--- config.mk ---
export PLATFORM = sky130hd
export DESIGN_NAME = i4001_rom_arbiter
export DESIGN_NICKNAME = d
export VERILOG_FILES = /design/src/rtl/i4001_rom_arbiter_pkg.sv /design/src/rtl/mcs4_rr_arbiter.sv /design/src/rtl/i4001_rom_arbiter.sv
export SDC_FILE = /design/constraint.sdc
export NUM_CORES = 1
export LEC_CHECK = 0
export CAP_MARGIN = 10
export CORE_ASPECT_RATIO = 2
export CORE_MARGIN = 3
export CORE_UTILIZATION = 44
export DETAILED_ROUTE_END_ITERATION = 7
export HOLD_SLACK_MARGIN = 0.02
export MAX_ROUTING_LAYER = met4
export PLACE_DENSITY = 0.88
export SLEW_MARGIN = 20
export SYNTH_ARGS = -nofsm -noshare
export SYNTH_HDL_FRONTEND = slang
export SYNTH_SLANG_ARGS = --single-unit
--- constraint.sdc ---
create_clock -name sysclk -period 2.6 [get_ports sysclk]
set_clock_uncertainty 0.1 [all_clocks]
set_input_delay 0.65 -clock sysclk [delete_from_list [all_inputs] [get_ports sysclk]]
set_output_delay 0.65 -clock sysclk [all_outputs]
set_load 0.02 [all_outputs]
--- src/rtl/i4001_rom_arbiter_pkg.sv ---
// ---------------------------------------------------------------------------
// i4001_rom_arbiter_pkg
//   Shared definitions for the MCS-4 ROM store arbiter and its round-robin
//   helper.
//   - ROM_ADDR_W / ROM_DATA_W : ROM address ({chip[3:0], byte[7:0]}) and word
//                               widths.
//   - ROM_NUM_PORTS           : default number of i4001 read requesters.
//   - issue_e                 : what the arbiter puts on the BRAM port in a
//                               given cycle.
//   - rr_wrap_inc()           : modulo-n increment used to move the
//                               round-robin pointer past the last winner.
// ---------------------------------------------------------------------------
package i4001_rom_arbiter_pkg;

  localparam int ROM_ADDR_W    = 12;
  localparam int ROM_DATA_W    = 8;
  localparam int ROM_NUM_PORTS = 4;

  typedef enum logic [1:0] {
    ISSUE_IDLE  = 2'd0,
    ISSUE_WRITE = 2'd1,
    ISSUE_READ  = 2'd2
  } issue_e;

  function automatic int rr_wrap_inc(input int idx, input int n);
    if (idx + 1 >= n) begin
      return 0;
    end
    return idx + 1;
  endfunction

endpackage

--- src/rtl/mcs4_rr_arbiter.sv ---
// ---------------------------------------------------------------------------
// mcs4_rr_arbiter
//   Purely combinational round-robin arbiter. Searches the request vector
//   starting at the pointer position and wrapping around; the first asserted
//   request wins. Shared between the ROM and RAM arbiters.
// Ports:
//   req    in   N       request vector
//   ptr    in   IDX_W   highest-priority position for this cycle
//   grant  out  N       one-hot grant (all zero when no request)
//   idx    out  IDX_W   index of the granted request (0 when none)
//   any    out  1       at least one request is asserted
// ---------------------------------------------------------------------------
module mcs4_rr_arbiter #(
  parameter int N     = 4,
  parameter int IDX_W = 2
) (
  input  logic [N-1:0]     req,
  input  logic [IDX_W-1:0] ptr,
  output logic [N-1:0]     grant,
  output logic [IDX_W-1:0] idx,
  output logic             any
);

  int               cand;
  logic [IDX_W-1:0] cand_idx;

  always_comb begin
    grant    = '0;
    idx      = '0;
    any      = 1'b0;
    cand     = 0;
    cand_idx = '0;
    for (int i = 0; i < N; i++) begin
      // Candidate position i steps after the pointer, wrapped into 0..N-1.
      cand     = (int'(ptr) + i) % N;
      cand_idx = IDX_W'(cand);
      if (!any && req[cand_idx]) begin
        any             = 1'b1;
        grant[cand_idx] = 1'b1;
        idx             = cand_idx;
      end
    end
  end

endmodule

--- src/rtl/i4001_rom_arbiter.sv ---
// ---------------------------------------------------------------------------
// i4001_rom_arbiter
//   Shares one synchronous single-port BRAM (the ROM store) among NUM_PORTS
//   i4001 fetch requesters plus a write-only loader. The loader always wins;
//   reads are served round-robin, one issue per cycle, one cycle BRAM
//   latency, fully pipelined.
// Ports:
//   sysclk     in   1                  clock, rising edge
//   poc_n      in   1                  asynchronous active-low reset
//   rd_req     in   NUM_PORTS          per-port 1-cycle request pulse
//   rd_addr    in   NUM_PORTS*ADDR_W   per-port address, sampled with rd_req
//   rd_valid   out  NUM_PORTS          1-cycle pulse: rd_data slice updated
//   rd_data    out  NUM_PORTS*DATA_W   per-port read data, held afterwards
//   rd_busy    out  NUM_PORTS          request pending or in flight
//   ld_req     in   1                  loader write request (level)
//   ld_addr    in   ADDR_W             loader write address
//   ld_data    in   DATA_W             loader write data
//   ld_ack     out  1                  write registered onto the BRAM port
//   bram_en    out  1                  BRAM enable (registered)
//   bram_we    out  1                  BRAM write enable (registered)
//   bram_addr  out  ADDR_W             BRAM address (registered)
//   bram_din   out  DATA_W             BRAM write data (registered)
//   bram_dout  in   DATA_W             BRAM read data, 1 cycle after bram_en
// ---------------------------------------------------------------------------
module i4001_rom_arbiter
  import i4001_rom_arbiter_pkg::*;
#(
  parameter int NUM_PORTS = ROM_NUM_PORTS,
  parameter int ADDR_W    = ROM_ADDR_W,
  parameter int DATA_W    = ROM_DATA_W
) (
  input  logic                        sysclk,
  input  logic                        poc_n,
  input  logic [NUM_PORTS-1:0]        rd_req,
  input  logic [NUM_PORTS*ADDR_W-1:0] rd_addr,
  output logic [NUM_PORTS-1:0]        rd_valid,
  output logic [NUM_PORTS*DATA_W-1:0] rd_data,
  output logic [NUM_PORTS-1:0]        rd_busy,
  input  logic                        ld_req,
  input  logic [ADDR_W-1:0]           ld_addr,
  input  logic [DATA_W-1:0]           ld_data,
  output logic                        ld_ack,
  output logic                        bram_en,
  output logic                        bram_we,
  output logic [ADDR_W-1:0]           bram_addr,
  output logic [DATA_W-1:0]           bram_din,
  input  logic [DATA_W-1:0]           bram_dout
);

  localparam int PTR_W = $clog2(NUM_PORTS);

  // Per-port request state
  logic [NUM_PORTS-1:0] pending_reg, pending_next;
  logic [NUM_PORTS-1:0] inflight_reg, inflight_next;
  logic [NUM_PORTS-1:0] valid_reg;
  logic [ADDR_W-1:0]    addr_reg [NUM_PORTS];
  logic [DATA_W-1:0]    hold_reg [NUM_PORTS];
  logic [PTR_W-1:0]     rr_ptr_reg, rr_ptr_next;

  // BRAM port registers
  logic                 bram_en_reg, bram_we_reg, ld_ack_reg;
  logic [ADDR_W-1:0]    bram_addr_reg;
  logic [DATA_W-1:0]    bram_din_reg;

  // Arbitration
  logic [NUM_PORTS-1:0] grant;
  logic [PTR_W-1:0]     grant_idx;
  logic                 grant_any;
  logic [ADDR_W-1:0]    issue_addr;
  issue_e               issue;

  mcs4_rr_arbiter #(
    .N     (NUM_PORTS),
    .IDX_W (PTR_W)
  ) u_rr (
    .req   (pending_reg),
    .ptr   (rr_ptr_reg),
    .grant (grant),
    .idx   (grant_idx),
    .any   (grant_any)
  );

  // One-hot AND-OR select of the winner's latched address.
  always_comb begin
    issue_addr = '0;
    for (int i = 0; i < NUM_PORTS; i++) begin
      if (grant[i]) begin
        issue_addr = issue_addr | addr_reg[i];
      end
    end
  end

  always_comb begin
    issue         = ISSUE_IDLE;
    pending_next  = pending_reg;
    inflight_next = '0;
    rr_ptr_next   = rr_ptr_reg;
    if (ld_req) begin
      // Loader stalls all reads; pending requests simply wait.
      issue = ISSUE_WRITE;
    end else if (grant_any) begin
      issue         = ISSUE_READ;
      pending_next  = pending_reg & ~grant;
      inflight_next = grant;
      rr_ptr_next   = PTR_W'(rr_wrap_inc(int'(grant_idx), NUM_PORTS));
    end
    // A new pulse is applied after the issue clear, so a pulse arriving while
    // the port's previous request is being issued or completing becomes a
    // fresh pending request instead of being lost.
    pending_next = pending_next | rd_req;
  end

  always_ff @(posedge sysclk or negedge poc_n) begin
    if (!poc_n) begin
      pending_reg  <= '0;
      inflight_reg <= '0;
      valid_reg    <= '0;
      rr_ptr_reg   <= '0;
      for (int i = 0; i < NUM_PORTS; i++) begin
        addr_reg[i] <= '0;
        hold_reg[i] <= '0;
      end
    end else begin
      pending_reg  <= pending_next;
      inflight_reg <= inflight_next;
      // The read issued last cycle has its data on bram_dout now.
      valid_reg    <= inflight_reg;
      rr_ptr_reg   <= rr_ptr_next;
      for (int i = 0; i < NUM_PORTS; i++) begin
        if (rd_req[i]) begin
          addr_reg[i] <= rd_addr[i*ADDR_W +: ADDR_W];
        end
        if (valid_reg[i]) begin
          hold_reg[i] <= bram_dout;
        end
      end
    end
  end

  always_ff @(posedge sysclk or negedge poc_n) begin
    if (!poc_n) begin
      bram_en_reg   <= 1'b0;
      bram_we_reg   <= 1'b0;
      bram_addr_reg <= '0;
      bram_din_reg  <= '0;
      ld_ack_reg    <= 1'b0;
    end else begin
      ld_ack_reg <= (issue == ISSUE_WRITE);
      case (issue)
        ISSUE_WRITE: begin
          bram_en_reg   <= 1'b1;
          bram_we_reg   <= 1'b1;
          bram_addr_reg <= ld_addr;
          bram_din_reg  <= ld_data;
        end
        ISSUE_READ: begin
          bram_en_reg   <= 1'b1;
          bram_we_reg   <= 1'b0;
          bram_addr_reg <= issue_addr;
        end
        default: begin
          bram_en_reg <= 1'b0;
          bram_we_reg <= 1'b0;
        end
      endcase
    end
  end

  // During the completion cycle the slice shows the BRAM output directly;
  // afterwards the captured copy holds it until the next completion.
  genvar gi;
  generate
    for (gi = 0; gi < NUM_PORTS; gi++) begin : g_port
      assign rd_data[gi*DATA_W +: DATA_W] = valid_reg[gi] ? bram_dout : hold_reg[gi];
    end
  endgenerate

  assign rd_valid  = valid_reg;
  assign rd_busy   = pending_reg | inflight_reg;
  assign ld_ack    = ld_ack_reg;
  assign bram_en   = bram_en_reg;
  assign bram_we   = bram_we_reg;
  assign bram_addr = bram_addr_reg;
  assign bram_din  = bram_din_reg;

endmodule
## Word-level counts from Yosys, hierarchy flattened

Cells that the tools add are included.

| word-level totals | value |
|---|---|
| register bits | 117 |
| input port bits | 83 |
| output and inout bits | 63 |
| word-level logic and storage cells | 105 |

| operators by class | value |
|---|---|
| $add $sub $neg | 4 |
| order comparisons | 9 |
| equal/unequal tests | 2 |
| mux-type cells | 49 |
| bitwise logic cells | 11 |
| reduce and logical (&&, ||, !) cells | 13 |

Operators with widths:

| kind | number |
|---|---|
| two-way mux 12 bit | 4 |
| OR 12 bit | 3 |
| two-way mux 4 bit | 8 |
| two-way mux 8 bit | 4 |
| one-hot mux 12 bit (2 select lines) | 1 |
| OR 4 bit | 5 |
| two-way mux 1 bit | 17 |
| two-way mux 2 bit | 7 |
| less-than comparator 2 x 3 -> 1 bit (second input constant) | 4 |
| binary-select mux 1 bit (select 2 bit) | 4 |
| demux 1 bit (select 2 bit) | 4 |
| greater-or-equal comparator 2 x 1 -> 1 bit (second input constant) | 4 |
| logical AND 1 bit | 7 |
| adder 2 bit (second input constant) | 2 |
| bitwise AND 4 bit | 1 |
| inverter 4 bit | 1 |
| adder 2 x 1 -> 3 bit (second input constant) | 1 |
| greater-or-equal comparator 3 bit (second input constant) | 1 |
| logical NOT 1 bit | 3 |
| adder 2 x 1 -> 2 bit (second input constant) | 1 |
| equality test 2 x 1 -> 1 bit (second input constant) | 1 |
| equality test 2 bit (second input constant) | 1 |
| AND reduction 2 bit | 1 |
| nonzero test 2 bit | 1 |
| other kinds (2) | 2 |

## Logic depth before layout (Yosys ltp)

Gate-level depths: netlist (run 1).

| logic depth | value |
|---|---|
| depth in word-level cells | 20 |
| depth in mapped cells | 13 |

## Hierarchy

From an unflattened synthesis (run 1), not the netlist that was laid out.

| unflattened totals | value |
|---|---|
| cells, all modules | 339 |
| area, all modules | 4957.3 um2 |

By module, submodules not included:

| module | times used | cells each | area each (um2) | seq. area each (um2) |
|---|---|---|---|---|
| i4001_rom_arbiter | 1 | 294 | 4538.1 | 2902.8 |
| mcs4_rr_arbiter | 1 | 45 | 419.2 | 0.0 |

## Worst setup path before layout (run 1)

Ideal clock, no wire load.

| timing path | value |
|---|---|
| path kind | register to register |
| from | register (tool-made name) |
| to | register bram_addr_reg[0] (netlist: bram_addr[0]) |
| setup time | 0.082 ns |
| arrival time | 2.672 ns |
| setup slack | -0.254 ns |
| cell stages (with the launch flop) | 13 |
| path through | dfrtp_1 buf_6 buf_2 inv_1 ha_1 or3b_1 a211o_1 and2_1 buf_2 o2111ai_2 buf_6 nand2_1 a31oi_1 |

RTL lines:

| element | line | source |
|---|---|---|
| end signal, assigned | i4001_rom_arbiter.sv:153 | `bram_addr_reg <= ld_addr;` |
| end signal, assigned | i4001_rom_arbiter.sv:159 | `bram_addr_reg <= issue_addr;` |
| end, declared | i4001_rom_arbiter.sv:62 | `logic [ADDR_W-1:0] bram_addr_reg;` |

==> results of run 1 <==
## final cells by class
type,count,area share
flip-flops and latches,116,0.367
repair buffers,189,0.223
multi-input cells,292,0.306
inverters,13,0.00647
clock buffers,17,0.0536
clock inverters,15,0.0216
well taps,145,0.0229
## synthesized netlist by cell type (3+ instances only)
library cell / n / area [um2]
a31oi_1: 12 / 75.1
inv_1: 9 / 33.8
nand2b_1: 5 / 31.3
clkbuf_1: 12 / 45.0
nor3_1: 14 / 70.1
mux2_2: 92 / 1040
a21o_1: 4 / 30.0
buf_2: 8 / 40.0
o22ai_1: 13 / 81.3
nor2_1: 21 / 78.8
o21ai_0: 8 / 40.0
or2_2: 4 / 25.0
dfrtp_1: 116 / 2900
a22o_1: 4 / 35.0
ha_1: 6 / 75.1
nand2_1: 44 / 165
o211ai_2: 3 / 37.5
a22oi_1: 9 / 67.6
and2_1: 4 / 25.0
nand3_1: 9 / 45.0
buf_1: 5 / 18.8
and2_0: 3 / 18.8
a32oi_1: 4 / 35.0
## final timing paths
kind,start,end,slack [ns],cells past startpoint
hold reg to reg,inflight_reg[2],rd_valid[2],0.27,0
setup / recovery,register,bram_addr[6],0.04,8
max in group asynchronous,poc_n,bram_din[4],1.61,2
setup reg to reg,register,bram_addr[6],0.04,8
min in group sysclk,inflight_reg[2],rd_valid[2],0.27,0
hold / removal,poc_n,addr_reg[12],0.14,1
## metrics by stage
| stage | setup TNS [ns] | utilization | setup WS (ns) | instance area (um2) | hold slack, ns |
|---|---|---|---|---|---|
| floorplan | 0 | - | 0.0201 | 5490 | 0.246 |
| CTS | 0 | 0.661 | 0.0191 | 7870 | 0.145 |
| detailed placement | -3.40 | 0.612 | -0.160 | 7280 | 0.260 |
| finish | 0 | 0.666 | 0.0446 | 7930 | 0.136 |
| global route | -0.0149 | 0.666 | -0.0141 | 7930 | 0.167 |
| global placement | -2.25 | 0.612 | -0.102 | 7280 | 0.252 |
## metal layers
layer  routed length, um  vias up  share of wire  GRT usage
met1                5250     2221           0.32      0.228
li1                    -     1975              -          -
met4                 931        0          0.057      0.150
met3                 818       67          0.050     0.0565
met5                   0        -              0          -
met2                9250      197           0.57      0.451
## cell families (layout without fill, tap and decap cells)
kind of cell / count (synthesis) / count (layout) / synth area share
AND/OR/NAND/NOR: 114 / 114 / 0.0982
AO/OA/AOI/OAI: 71 / 71 / 0.104
adder cells (fa/ha/maj): 6 / 6 / 0.0138
multiplexers: 99 / 99 / 0.213
flip-flops: 116 / 116 / 0.532
XOR/XNOR: 2 / 2 / 0.00321
buffers and inverters: 42 / 234 / 0.0349
## placed cells by master (no fill, tap or decap), types with 3 or more instances in the layout
master,Yosys,layout
a32oi_1,4,4
and2_1,4,4
a31oi_1,12,12
clkbuf_16,0,17
nor3_2,0,3
ha_1,6,4
inv_2,2,3
nand2_1,44,44
inv_6,0,3
a22oi_1,9,9
clkdlybuf4s50_1,0,110
clkinv_4,0,3
inv_8,0,3
buf_4,2,41
o21ai_0,8,6
and2_0,3,3
dfrtp_1,116,112
a22o_1,4,4
nand2b_1,5,5
nand3_1,9,9
o21ai_1,1,3
o211ai_2,3,3
nor3_1,14,11
a21o_1,4,4
inv_1,9,7
dfrtp_2,0,4
mux2_2,92,91
or2_2,4,4
o22ai_1,13,13
dlygate4sd2_1,0,34
nor2_1,21,21
## what timing repair did
action,4_1_cts,5_1_grt
hold buffers,0,0
setup endpoints to repair,38,13
buffers inserted,2,3
pin swaps,2,10
gates resized for setup,41,9
## power by group through the flow
stage	registers [mW]	clock network (mW)	logic, mW
after CTS	2.68	2.38	4.38
after detailed placement	2.70	0	4.56
after global placement	2.67	0	4.43
after global routing	2.74	2.46	4.78
final	2.68	2.34	4.51
after floorplan	2.70	0	2.57
## worst max-delay path, stage by stage, from the launching register on
cell and delay, ns:
dfrtp_1 0.40, inv_4 0.05, ha_4 0.33, mux4_2 0.41, inv_2 0.18, mux2i_2 0.35
o211ai_2 0.20, a32oi_1 0.29, nand3_1 0.11
==> reports/results.tsv, run 1 <==
stage	metric	value	unit
power_and_ir_drop	power.switching	3.67	mW
power_and_ir_drop	leakage	3.35	nW
placed_design	dp_hpwl	12.3	mm
routing	wl	16.2	mm
final_layout	multiInputGateArea	2420	um2
final_layout	drive_gt1_frac	0.315	
routing	via_count	4460	
floorplanning	pin_count	146	
synthesis	synth_area	5450	um2
final_layout	regArea	2910	um2
power_and_ir_drop	peakVddDrop	0.000754	V
cts	clkLatencyLatePin	0.41	ns
global_routing	grt_pass1_vias	4928	
timing	timing.fmax	0.391	GHz
synthesis	synth-warning-count	0	
timing	period_needed	2.56	ns
power_and_ir_drop	clkPwrFrac	0.246	
power_and_ir_drop	p_int	5.86	mW
power_and_ir_drop	total_power	9.53	mW
status	status	finished, final reports clean	
synthesis	synth_ff_type	dfrtp_1	
synthesis	ys_seq_elements	116	
setup_path	worst_setup_path_start_kind	register	
power_and_ir_drop	p_sw_frac	0.385	
floorplanning	dieArea	13800	um2
final_layout	nFillCells	882	
placed_design	io_buffers	145	
min_path	hold_path_class	in2async	
run	max_cap_violations	0	
floorplanning	die_h	163	um
final_layout	largest_register_ffs	48	
placed_design	place_inst	750	
routing	wl_per_cell	20.6	um
routing	drcViolationCount	0	
setup_path	crit_type	reg2reg	
global_routing	grt.overflow.total	0	
cts	clock_sinks	116	
routing	post_drt_via_cell_ratio	5.67	
global_routing	antenna_found_initial	0	
setup_path	worstPathMaxFanout	8	
floorplanning	core.rowCount	56	
timing	hold_viol	0	
floorplanning	die_w	84.7	um
timing	tightest_slew	0.681	ns
setup_path	critical_path_required	2.79	ns
power_and_ir_drop	comb_power_share	0.473	
placed_design	gp_congestion	0.931	
synthesis	synth.avg_cell_area	12.1	um2
synthesis	synthCells	450	
cts	cts_tree	done	
timing	setup_viol	0	
routing	ant_nets	0	
cts	htreeDepth	4	
final_layout	antenna_cells	0	
final_layout	syn_to_final_growth	45.5	%
synthesis	yosysSeqAreaShare	0.532	
cts	cts_buffers	17	
timing	period_share	0.983	
synthesis	syn_nets	539	
global_routing	grt_max_degree	44	
power_and_ir_drop	pwr_density_cell	1200	nW/um2
setup_path	arrival	2.75	ns
timing	drv_slew	0	
final_layout	fin_cells	787	
routing	drt_iter0_drc	231	
cts	cts-root-to-sink-buffers	2	
final_layout	nNetsFinal	718	
cts	path_clk_slew	0.06	ns
global_routing	grt_pass1_wl	25.4	mm
cts	root_buffer	clkbuf_16	
synthesis	ys_async_sr_fraction	1.00	
synthesis	synth-edff-count	0	
setup_path	worstSetupEndpointType	register	
floorplanning	start_util	0.458	
routing	firstDrtPassIters	5	
global_routing	grt_usage	0.247	
power_and_ir_drop	power_frac_seq	0.281	
synthesis	synthDistinctLibCells	53	
timing	relSlewSlack	0.545	
floorplanning	core_region_area	11900	um2
No activity file was read; power rests on OpenSTA's default activity.
==> run 2, diff against run 1 <==
- CORE_UTILIZATION: 44 -> 45
- CTS_BUF_LIST: default -> sky130_fd_sc_hd__clkbuf_8
- PLACE_DENSITY: 0.88 -> 0.89
==> reports/results.tsv, run 2 (synthesis results as in run 1) <==
stage	metric	value	unit
status	status	finished, final reports clean	
cts	root_buffer	clkbuf_8	
final_layout	syn_to_final_growth	45.1	%
min_path	hold_path_class	in2async	
setup_path	critical_path_required	1.85	ns
cts	cts_buffers	17	
final_layout	final_common_cell	dfrtp_1	
routing	wl_per_cell	20.2	um
setup_path	cp.buffers_inverters	2	
setup_path	critPathMaxStageDelay	0.50	ns
run	max_cap_violations	0	
placed_design	dpl_cell_area	7370	um2
setup_path	worstPathMaxFanout	4	
floorplanning	dieArea	13600	um2
floorplanning	die_w	83.8	um
routing	wl_met3	714	um
routing	drcViolationCount	0	
floorplanning	die_h	162	um
floorplanning	core.rowCount	56	
final_layout	antenna_cells	0	
placed_design	io_buffers	145	
timing	setup_viol	0	
power_and_ir_drop	total_power	9.10	mW
setup_path	rrSetupSlack	0.03	ns
setup_path	worst_setup_path_start_kind	input port	
final_layout	largest_register_ffs	48	
setup_path	crit_type	in2out	
timing	tightest_slew	0.642	ns
final_layout	layout_common_cells	dfrtp_1, clkdlybuf4s50_1, mux2_2	
final_layout	design_area	7910	um2
timing	period_needed	2.57	ns
cts	htreeDepth	4	
power_and_ir_drop	clkPwrFrac	0.183	
power_and_ir_drop	power_frac_seq	0.295	
floorplanning	start_util	0.463	
global_routing	grt_max_degree	59	
routing	drt_iter0_drc	313	
final_layout	nFillCells	839	
timing	hold_viol	0	
setup_path	cp_slowest_cell	clkdlybuf4s50_1	
floorplanning	pin_count	146	
cts	cts_tree	done	
power_and_ir_drop	p_sw_frac	0.406	
power_and_ir_drop	p_int	5.40	mW
power_and_ir_drop	pwr_density_cell	1150	nW/um2
timing	relSlewSlack	0.571	
power_and_ir_drop	power.switching	3.69	mW
setup_path	cpLargestDelayFamily	buffers and inverters	
final_layout	drive_gt1_frac	0.350	
cts	path_clk_slew	0.08	ns
timing	timing.fmax	0.389	GHz
routing	post_drt_via_cell_ratio	5.56	
routing	wl	16.2	mm
routing	wl_met2	9.34	mm
placed_design	dp_hpwl	12.1	mm
global_routing	grt_usage	0.251	
final_layout	post-route-util	0.672	
global_routing	grt_pass1_vias	4942	
setup_path	path_cells	clkdlybuf4s50_1, mux2_2, dlygate4sd2_1	
setup_path	arrival	1.82	ns
cts	ctsHoldBuffers	0	
cts	clock_sinks	116	
power_and_ir_drop	leakage	3.33	nW
timing	hold_ws	0.101	ns
placed_design	gp_congestion	0.914	
global_routing	grt.overflow.total	0	
routing	ant_nets	0	
timing	drv_slew	0	
setup_path	worstSetupEndpointType	output pin	
floorplanning	core_region_area	11800	um2
power_and_ir_drop	comb_power_share	0.522	
routing	wl_met1	5.37	mm
final_layout	nNetsFinal	731	
cts	clkLatencyLatePin	0.44	ns
global_routing	grt_pass1_wl	25.6	mm
power_and_ir_drop	peakVddDrop	0.000700	V
cts	cts-root-to-sink-buffers	2	
timing	rsz0062_at_grt	true	
routing	highest_layer	met4	
routing	via_count	4448	
global_routing	antenna_found_initial	0	
timing	period_share	0.989	
routing	firstDrtPassIters	4	
==> run 2: power by group through the flow <==
stage,clock network (mW),logic (mW),registers (mW)
final,1.67,4.75,2.68
after global routing,1.79,5.05,2.74
after CTS,1.70,4.62,2.69
after detailed placement,0,4.69,2.71
after global placement,0,4.58,2.67
after floorplan,0,2.57,2.70
==> run 2: timing repair <==
item                       CTS  global route
setup endpoints to repair   37            14
resized for setup           50            18
pin swaps                    5            17
buffers inserted             4             4
==> run 2: final timing paths <==
check | from | endpoint | cells after the start
hold reg to reg | inflight_reg[3] | rd_valid[3] | 0
setup / recovery | bram_dout[2] | rd_data[18] | 3
hold / removal | poc_n | addr_reg[41] | 1
max in group asynchronous | poc_n | rd_valid[0] | 2
setup reg to reg | register | bram_addr[3] | 10
min in group sysclk | inflight_reg[3] | rd_valid[3] | 0
==> run 2: metrics by stage <==
stage	setup TNS, ns	setup slack [ns]	instances
after floorplan	0	0.0201	450
after global placement	-2.24	-0.0845	761
after detailed placement	-3.69	-0.178	761
after CTS	-0.0369	-0.0256	797
after global routing	-0.211	-0.0566	800
final	0	0.0289	800
==> run 2: per-layer routing <==
metal / up-vias / global-route usage
met2: 176 / 0.463
li1: 1991 / -
met5: - / -
met3: 58 / 0.0518
met1: 2223 / 0.232
met4: 0 / 0.152
==> run 2: worst register-to-register path: cells and delay by family, from the launching register on <==
kind            cells  cell delay (ns)
compound gates      3             0.81
simple gates        3             0.55
flops               1             0.40
buf+inv             3             0.38
fa+ha+maj           1             0.26
==> run 2: final cells by class <==
type                       instances  area, um2  share of cell area
sequential                       116       2910               0.368
multi-input combinational        292       2500               0.316
timing repair buffer             202       1870               0.236
clock buffer                      17        234              0.0296
tap                              145        181              0.0229
clock inverter                    15        164              0.0207
inverter                          13       51.3             0.00649
